`config.mk`:
```
export PLATFORM = sky130hd
export DESIGN_NAME = fifo_buffer
export DESIGN_NICKNAME = d
export VERILOG_FILES = /design/src/rtl/fifo_buffer_pkg.sv /design/src/rtl/fifo_buffer_lutram.sv /design/src/rtl/fifo_buffer.sv
export SDC_FILE = /design/constraint.sdc
export NUM_CORES = 1
export LEC_CHECK = 0
export ABC_CLOCK_PERIOD_IN_PS = 3200
export CORE_UTILIZATION = 55
export CTS_BUF_LIST = sky130_fd_sc_hd__clkbuf_4
export DETAILED_ROUTE_END_ITERATION = 16
export GPL_ROUTABILITY_DRIVEN = 0
export PLACE_DENSITY = 0.73
export SYNTH_ARGS = -nofsm -noshare
export SYNTH_HDL_FRONTEND = slang
export SYNTH_SLANG_ARGS = --single-unit
```
`constraint.sdc`:
```
create_clock -name clk -period 3.2 [get_ports clk]
set_input_delay 0.8 -clock clk [delete_from_list [all_inputs] [get_ports clk]]
set_output_delay 0.8 -clock clk [all_outputs]
set_load 0.02 [all_outputs]
```
`src/rtl/fifo_buffer_pkg.sv`:
```
// Shared defaults and the per-cycle operation encoding for the FIFO buffer.
package fifo_buffer_pkg;

  localparam int unsigned DEF_WIDTH      = 8;
  localparam int unsigned DEF_LOG2_DEPTH = 4;

  // Bit 1 = accepted write, bit 0 = accepted read.
  typedef enum logic [1:0] {
    OP_NONE = 2'b00,
    OP_POP  = 2'b01,
    OP_PUSH = 2'b10,
    OP_BOTH = 2'b11
  } fifo_op_e;

endpackage : fifo_buffer_pkg

```
`src/rtl/fifo_buffer_lutram.sv`:
```
// Distributed-RAM storage: one synchronous write port, one asynchronous read port.
module fifo_buffer_lutram #(
  parameter int unsigned WIDTH = 8,
  parameter int unsigned AW    = 4
) (
  input  logic             clk_i,
  input  logic             we_i,
  input  logic [AW-1:0]    waddr_i,
  input  logic [WIDTH-1:0] wdata_i,
  input  logic [AW-1:0]    raddr_i,
  output logic [WIDTH-1:0] rdata_o
);

  logic [WIDTH-1:0] mem_q [2**AW];

  always_ff @(posedge clk_i) begin
    if (we_i) begin
      mem_q[waddr_i] <= wdata_i;
    end
  end

  assign rdata_o = mem_q[raddr_i];

endmodule : fifo_buffer_lutram

```
`src/rtl/fifo_buffer.sv`:
```
// Single-clock first-word-fall-through FIFO with present / half-full / full flags.
module fifo_buffer
  import fifo_buffer_pkg::*;
#(
  parameter int unsigned WIDTH      = DEF_WIDTH,
  parameter int unsigned LOG2_DEPTH = DEF_LOG2_DEPTH
) (
  input  logic             clk,
  input  logic             rst,
  input  logic             write,
  input  logic             read,
  input  logic [WIDTH-1:0] dataIn,
  output logic [WIDTH-1:0] dataOut,
  output logic             dataPresent,
  output logic             halfFull,
  output logic             full
);

  localparam int unsigned DEPTH = 2 ** LOG2_DEPTH;
  localparam int unsigned CW    = LOG2_DEPTH + 1;
  localparam logic [CW-1:0] HALF_CNT = CW'(DEPTH / 2);
  localparam logic [CW-1:0] FULL_CNT = CW'(DEPTH);

  logic [LOG2_DEPTH-1:0] wr_ptr_q, wr_ptr_d;
  logic [LOG2_DEPTH-1:0] rd_ptr_q, rd_ptr_d;
  logic [CW-1:0]         count_q, count_d;
  logic                  wr_acc, rd_acc;
  fifo_op_e              op;

  assign dataPresent = (count_q != '0);
  assign halfFull    = (count_q >= HALF_CNT);
  assign full        = (count_q == FULL_CNT);

  // A write into a full FIFO is still taken when the head is popped on the same edge.
  assign wr_acc = write && (!full || read);
  assign rd_acc = read && dataPresent;
  assign op     = fifo_op_e'({wr_acc, rd_acc});

  always_comb begin
    wr_ptr_d = wr_ptr_q;
    rd_ptr_d = rd_ptr_q;
    count_d  = count_q;
    if (wr_acc) begin
      wr_ptr_d = wr_ptr_q + LOG2_DEPTH'(1);
    end
    if (rd_acc) begin
      rd_ptr_d = rd_ptr_q + LOG2_DEPTH'(1);
    end
    unique case (op)
      OP_PUSH: count_d = count_q + CW'(1);
      OP_POP:  count_d = count_q - CW'(1);
      default: count_d = count_q;
    endcase
  end

  always_ff @(posedge clk or negedge rst) begin
    if (!rst) begin
      wr_ptr_q <= '0;
      rd_ptr_q <= '0;
      count_q  <= '0;
    end else begin
      wr_ptr_q <= wr_ptr_d;
      rd_ptr_q <= rd_ptr_d;
      count_q  <= count_d;
    end
  end

  fifo_buffer_lutram #(
    .WIDTH (WIDTH),
    .AW    (LOG2_DEPTH)
  ) u_ram (
    .clk_i   (clk),
    .we_i    (wr_acc),
    .waddr_i (wr_ptr_q),
    .wdata_i (dataIn),
    .raddr_i (rd_ptr_q),
    .rdata_o (dataOut)
  );

endmodule : fifo_buffer

```
; ---- Word-level counts from Yosys, hierarchy flattened
; Memory sizes are Yosys's and may differ from the RTL's.
; Cells that the tools add are included.
[classes]
reduce_logical = 6
magnitude_cmp = 1
add_sub_neg = 4
n_eq_ne = 3
muxes = 3
[op_table]
columns = op, count
row1 = $pmux 5 s2, 1
row2 = $add 4x1->4 const B, 2
row3 = $add 5x1->5 const B, 1
row4 = $eq 5x5->1 const B, 1
row5 = $ge 5x4->1 const B, 1
row6 = $reduce_bool 5->1, 1
row7 = $sub 5x1->5 const B, 1
row8 = $eq 2x1->1 const B, 1
row9 = $eq 2x2->1 const B, 1
row10 = $logic_and 1x1->1, 2
row11 = $mux 1, 2
row12 = $reduce_bool 2->1, 1
row13 = $logic_not 1->1, 1
row14 = $logic_or 1x1->1, 1
[word_totals]
input_bits = 12
wordCells = 21
regBits = 13
n_memories = 1
ram_bits = 128
output_inout_bits = 11
[memory_table]
columns = memory, depth, word_bits, read_ports, rd_ports_with_merged_regs, wr, line_no
row1 = u_ram.mem_q, 16, 8, 1, 0, 1, fifo_buffer_lutram.sv:14  ; logic [WIDTH-1:0] mem_q [2**AW];

; ---- Depth between registers and ports, before layout
[logic_depth]
depth_word = 6
mapped_depth = 13
mapped_depth_nobuf = 12

; ---- By module
; From an unflattened synthesis, not the netlist that was laid out.
[hier_totals]
hier_cells = 294
hier_area_um2 = 5804.3
[by_module_without_submodules]
columns = mod, area_per_inst_um2, cells_per_inst, seq_area_each_um2, instances
row1 = fifo_buffer_lutram, 4987.3, 221, 3843.7, 1
row2 = fifo_buffer, 817.0, 73, 325.3, 1

; ---- Worst setup path after synthesis
; Ideal clock, no wire load.
[synth_path]
path_kind = reg2reg
start = register count_q[1]
end = register count_q[4]
setup_time_ps = 123
t_required_ps = 3077
path_slack_ps = 458
stages_incl_launch_ff = 12
n_path_buf = 1
period_less_slack_ps = 2742
t_arrival_ps = 2619
path_cell_list = dfrtp_1 -> nor4_2 -> nand2b_1 -> and2_4 -> buf_6 -> ha_1 -> ha_1 -> nor2b_1 -> o21ai_0 -> a21oi_1 -> or3b_1 -> xnor2_1
[synth_between]
word_cells_on_any_way = 12
cone_classes = add/sub: 2 / eq/ne: 3 / mux: 1 / reduce/logical: 6
[synth_lines]
columns = element, line_no
row1 = from (decl), fifo_buffer.sv:26  ; logic [CW-1:0] count_q, count_d;
row2 = from (signal assigned), fifo_buffer.sv:64  ; count_q <= count_d;
row3 = $reduce_bool 5->1 *, fifo_buffer.sv:30  ; assign dataPresent = (count_q != '0);
row4 = named net dataPresent, fifo_buffer.sv:14  ; output logic dataPresent,
row5 = $logic_and 1x1->1 *, fifo_buffer.sv:36  ; assign rd_acc = read && dataPresent;
row6 = named net rd_acc, fifo_buffer.sv:27  ; logic wr_acc, rd_acc;
row7 = $eq 2x1->1 / $eq 2x2->1 (equally long branches), fifo_buffer.sv:49  ; unique case (op)
row8 = $pmux 5 s2 / $reduce_bool 2->1 (equally long branches), -
; Mark *: on every way through the listed nets, which the timed path passes. The rest lies on a longest branch.
; A chain may end at the register's enable or synchronous reset.

; ---- Worst setup path after layout
[layout_path]
start = register rd_ptr_q[0]
end = output port dataOut[3]
[layout_between]
elab_chain_len = 1
[layout_lines]
columns = element, line_no
row1 = from (decl), fifo_buffer.sv:25  ; logic [LOG2_DEPTH-1:0] rd_ptr_q, rd_ptr_d;
row2 = from (signal assigned), fifo_buffer.sv:63  ; rd_ptr_q <= rd_ptr_d;
row3 = $mem_v2 16x8, -
row4 = to (decl), fifo_buffer.sv:13  ; output logic [WIDTH-1:0] dataOut,
; No other way between the ends.

==> metrics <==
outcome completed; WP data arrival 2.25 ns; gr ovfl total 0; Pins Over Slew Limit 0; Final min period slightly above 3 ns; post-synthesis cell area about 5800 um2; NetSw roughly 2.0 mW; critical path class flop to output pin; Ports 23; Layout area overhead 15.59%; sequential element share of the synthesized area 72.04%; Std-Cell Rows 37; DIE WIDTH 104.6 um; first-pass GRT wire length ~18000 um; CTS Hold Buffers Added 0; synth unique cells 34; clk root buf clkbuf_4; chip height between 100 and 150 um; total CTS buffers 17; worst-path fanout max 9; DR vias/cell 5.773; via count 3083; Max IR drop VDD between 0.4 and 0.5 mV; crit path capture type output pin; CP Buf/Inv Count 3; Routed WL 11510 um; max_cap viols 0; syn nets between 300 and 400; Crit path depth 8; Worst Hold Class flop to flop; DPL Wire Length 7233 um; Slew HR between 50% and 60%; most frequent cells in the layout edfxtp_1, buf_4, mux2i_1; fillcell total ~740; Least-Margin Pin Slew 0.7295 ns; cells after synthesis 333; Synth top area share 66.42%; CORE AREA roughly 10000 um2; commonest non-fill, non-tap cell in the layout edfxtp_1; worst reg-to-reg path cell count 12; Pleak between 2 and 2.5 nW; YS warnings 0; Power Internal 3.911 mW; average wire per standard cell around 22 um; DP Area around 6300 um2; Starting Density 56.31%; combinational share of power about two fifths; vias in the first global route ~3200; Core Util, Final roughly two thirds; die area ~11000 um2; Synth area leaders edfxtp_1, mux4_2, dfrtp_1; pwr dens 889.4 nW/um2; startpoint types flop; CP startpoint rd_ptr_q[0]$_DFFE_PN0P_; family with the most delay on the worst path buffers and inverters; antenna fix cells 0; final instance area 6689 um2; GR Util All Layers a little under a quarter; fraction of layout instances using a drive strength above 1 28.14%; Tcrit/Tclk final between 90 and 100%; worst skew pair latency roughly 0.54 ns; TritonCTS Sinks roughly 140; htree depth 4; final setup vio count 0; Pre-Repair DR Iteration Count 5; largest area contributor in the netlist edfxtp_1; Sw Ratio between 30 and 40%; RSZ-0062 raised after global routing yes; RR Startpoint count_q[1]$_DFFE_PN0P_; clock tree from TritonCTS built; crit path capture dataOut[3]; reg2reg setup slack 0.44 ns; Longest Clk Path Bufs 2; Iter 0 DRT Violations 231; Max Fclk 0.3274 GHz; CP peak stage delay between 0.4 and 0.5 ns; Yosys reg bits about 140; Post-DRT Antenna Nets 0; final hold viol count 0; initial antenna violation count 0; I/O Buffers 22; clk slew on worst S/H paths 0.11 ns; Mean Syn Cell Area roughly 17 um2; Residual DRC 0; Worst R2R End count_q[4]$_DFFE_PN0P_; Seq pwr share 41.2%; pin count of the biggest net entering global routing 18; CP max stage cell dfrtp_2; Final nets between 400 and 500; clock skew 0.01285 ns; Clk pwr share around 20%; WP data required ~2.4 ns; worst path cell trace buf_12, buf_8, mux2_2, o21ai_0, a21oi_1, a22oi_1, nand2_1, buf_2
[how the worst min path moves through the flow]
| stage | start | endpoint | slack, ns | depth (start not counted) |
|---|---|---|---|---|
| 6_report | rd_ptr_q[2]$_DFFE_PN0P_ | rd_ptr_q[2]$_DFFE_PN0P_ | 0.53 | 1 |
| 5_1_grt | rd_ptr_q[2]$_DFFE_PN0P_ | rd_ptr_q[2]$_DFFE_PN0P_ | 0.56 | 1 |
| 4_1_cts | rd_ptr_q[2]$_DFFE_PN0P_ | rd_ptr_q[2]$_DFFE_PN0P_ | 0.54 | 1 |
| 3_5_place_dp | rd_ptr_q[2]$_DFFE_PN0P_ | rd_ptr_q[2]$_DFFE_PN0P_ | 0.52 | 1 |
| 3_3_place_gp | count_q[4]$_DFFE_PN0P_ | count_q[4]$_DFFE_PN0P_ | 0.51 | 1 |
| 2_1_floorplan | count_q[4]$_DFFE_PN0P_ | count_q[4]$_DFFE_PN0P_ | 0.47 | 1 |
[cell type report]
class / count / area, um2 / share of cell area, %
sequential: 141 / 4173 / 62.38
multi-input combinational: 166 / 1539 / 23.01
timing repair buffer: 52 / 467.9 / 6.996
clock inverter: 13 / 173.9 / 2.600
tap: 136 / 170.2 / 2.544
clock buffer: 18 / 135.1 / 2.020
inverter: 8 / 30.03 / 0.4489
[Yosys cell counts (all sizes together)]
library cell and count:
or2 1, mux2 9, dfrtp 13, a21o 1
nor2b 2, nor2 12, and2 2, a21oi 10
mux4 16, inv 8, nand2 19, ha 9
buf 13, edfxtp 128, o21a 1, fa 1
o21ai 20, a221oi 8, xor2 3, or3b 1
nor3 4, nand2b 3, nand3 2, xnor2 7
nor4 1, clkbuf 5, nand4 1, mux2i 25
a22oi 8
[worst register-to-register path: cells and delay by family (launching register included)]
family / cells / cell delay [ns]
and+or+nand+nor: 5 / 1.02
DFF: 1 / 0.43
adders and majority gates: 2 / 0.61
xor gates and xnor gates: 1 / 0.14
AOI/OAI and AO/OA: 2 / 0.29
buffers and inverters: 2 / 0.16
[through the flow]
step,hold WS [ns],TNS [ns],power [mW],setup WS [ns],std cells
after global routing,0.5612,-0.05738,6.264,-0.02574,534
after detailed placement,0.5187,0,4.638,0.006395,499
after floorplan,0.4708,0,3.886,0.4579,333
final,0.5325,0,5.949,0.1456,534
after global placement,0.5134,0,4.596,0.1331,499
after CTS,0.5384,0,5.922,0.01482,533
[layer usage]
layer | vias to the layer above | global-route usage (%) | wire [um]
met5 | - | 0 | 0
li1 | 1403 | - | -
met1 | 1548 | 30.31 | 4762
met2 | 117 | 36.94 | 5727
met3 | 15 | 6.737 | 802
met4 | 0 | 10.76 | 221
[power groups by stage]
stage,clock [mW],combinational [mW],sequential (mW)
floorplan,0,1.51,2.38
global placement,0,2.13,2.47
detailed placement,0,2.16,2.48
CTS,1.24,2.23,2.45
global route,1.32,2.46,2.48
finish,1.22,2.28,2.45
[kinds of logic (layout without fill, tap and decap cells)]
kind of cell,after synthesis,count (layout),synth area share (%)
compound gates,48,48,5.125
xor+xnor,10,10,1.514
fa+ha+maj,10,10,2.292
buf+inv,26,91,2.703
flops,141,141,72.04
mux,50,50,12.37
simple gates,48,48,3.957
[flip-flops by register name, indices dropped and copies added, names as in the netlist]
name and flops:
count_q 5, rd_ptr_q 4, u_ram.mem_q 128, wr_ptr_q 4
[what timing repair did]
| action | in CTS | in global routing |
|---|---|---|
| gates cloned | 1 | 0 |
| setup buffers | 2 | 1 |
| pin swaps | 1 | 3 |
| endpoints found under the setup margin | 8 | 7 |
| resized for setup | 46 | 15 |
Note: power is estimated with default switching activity, not from simulation.
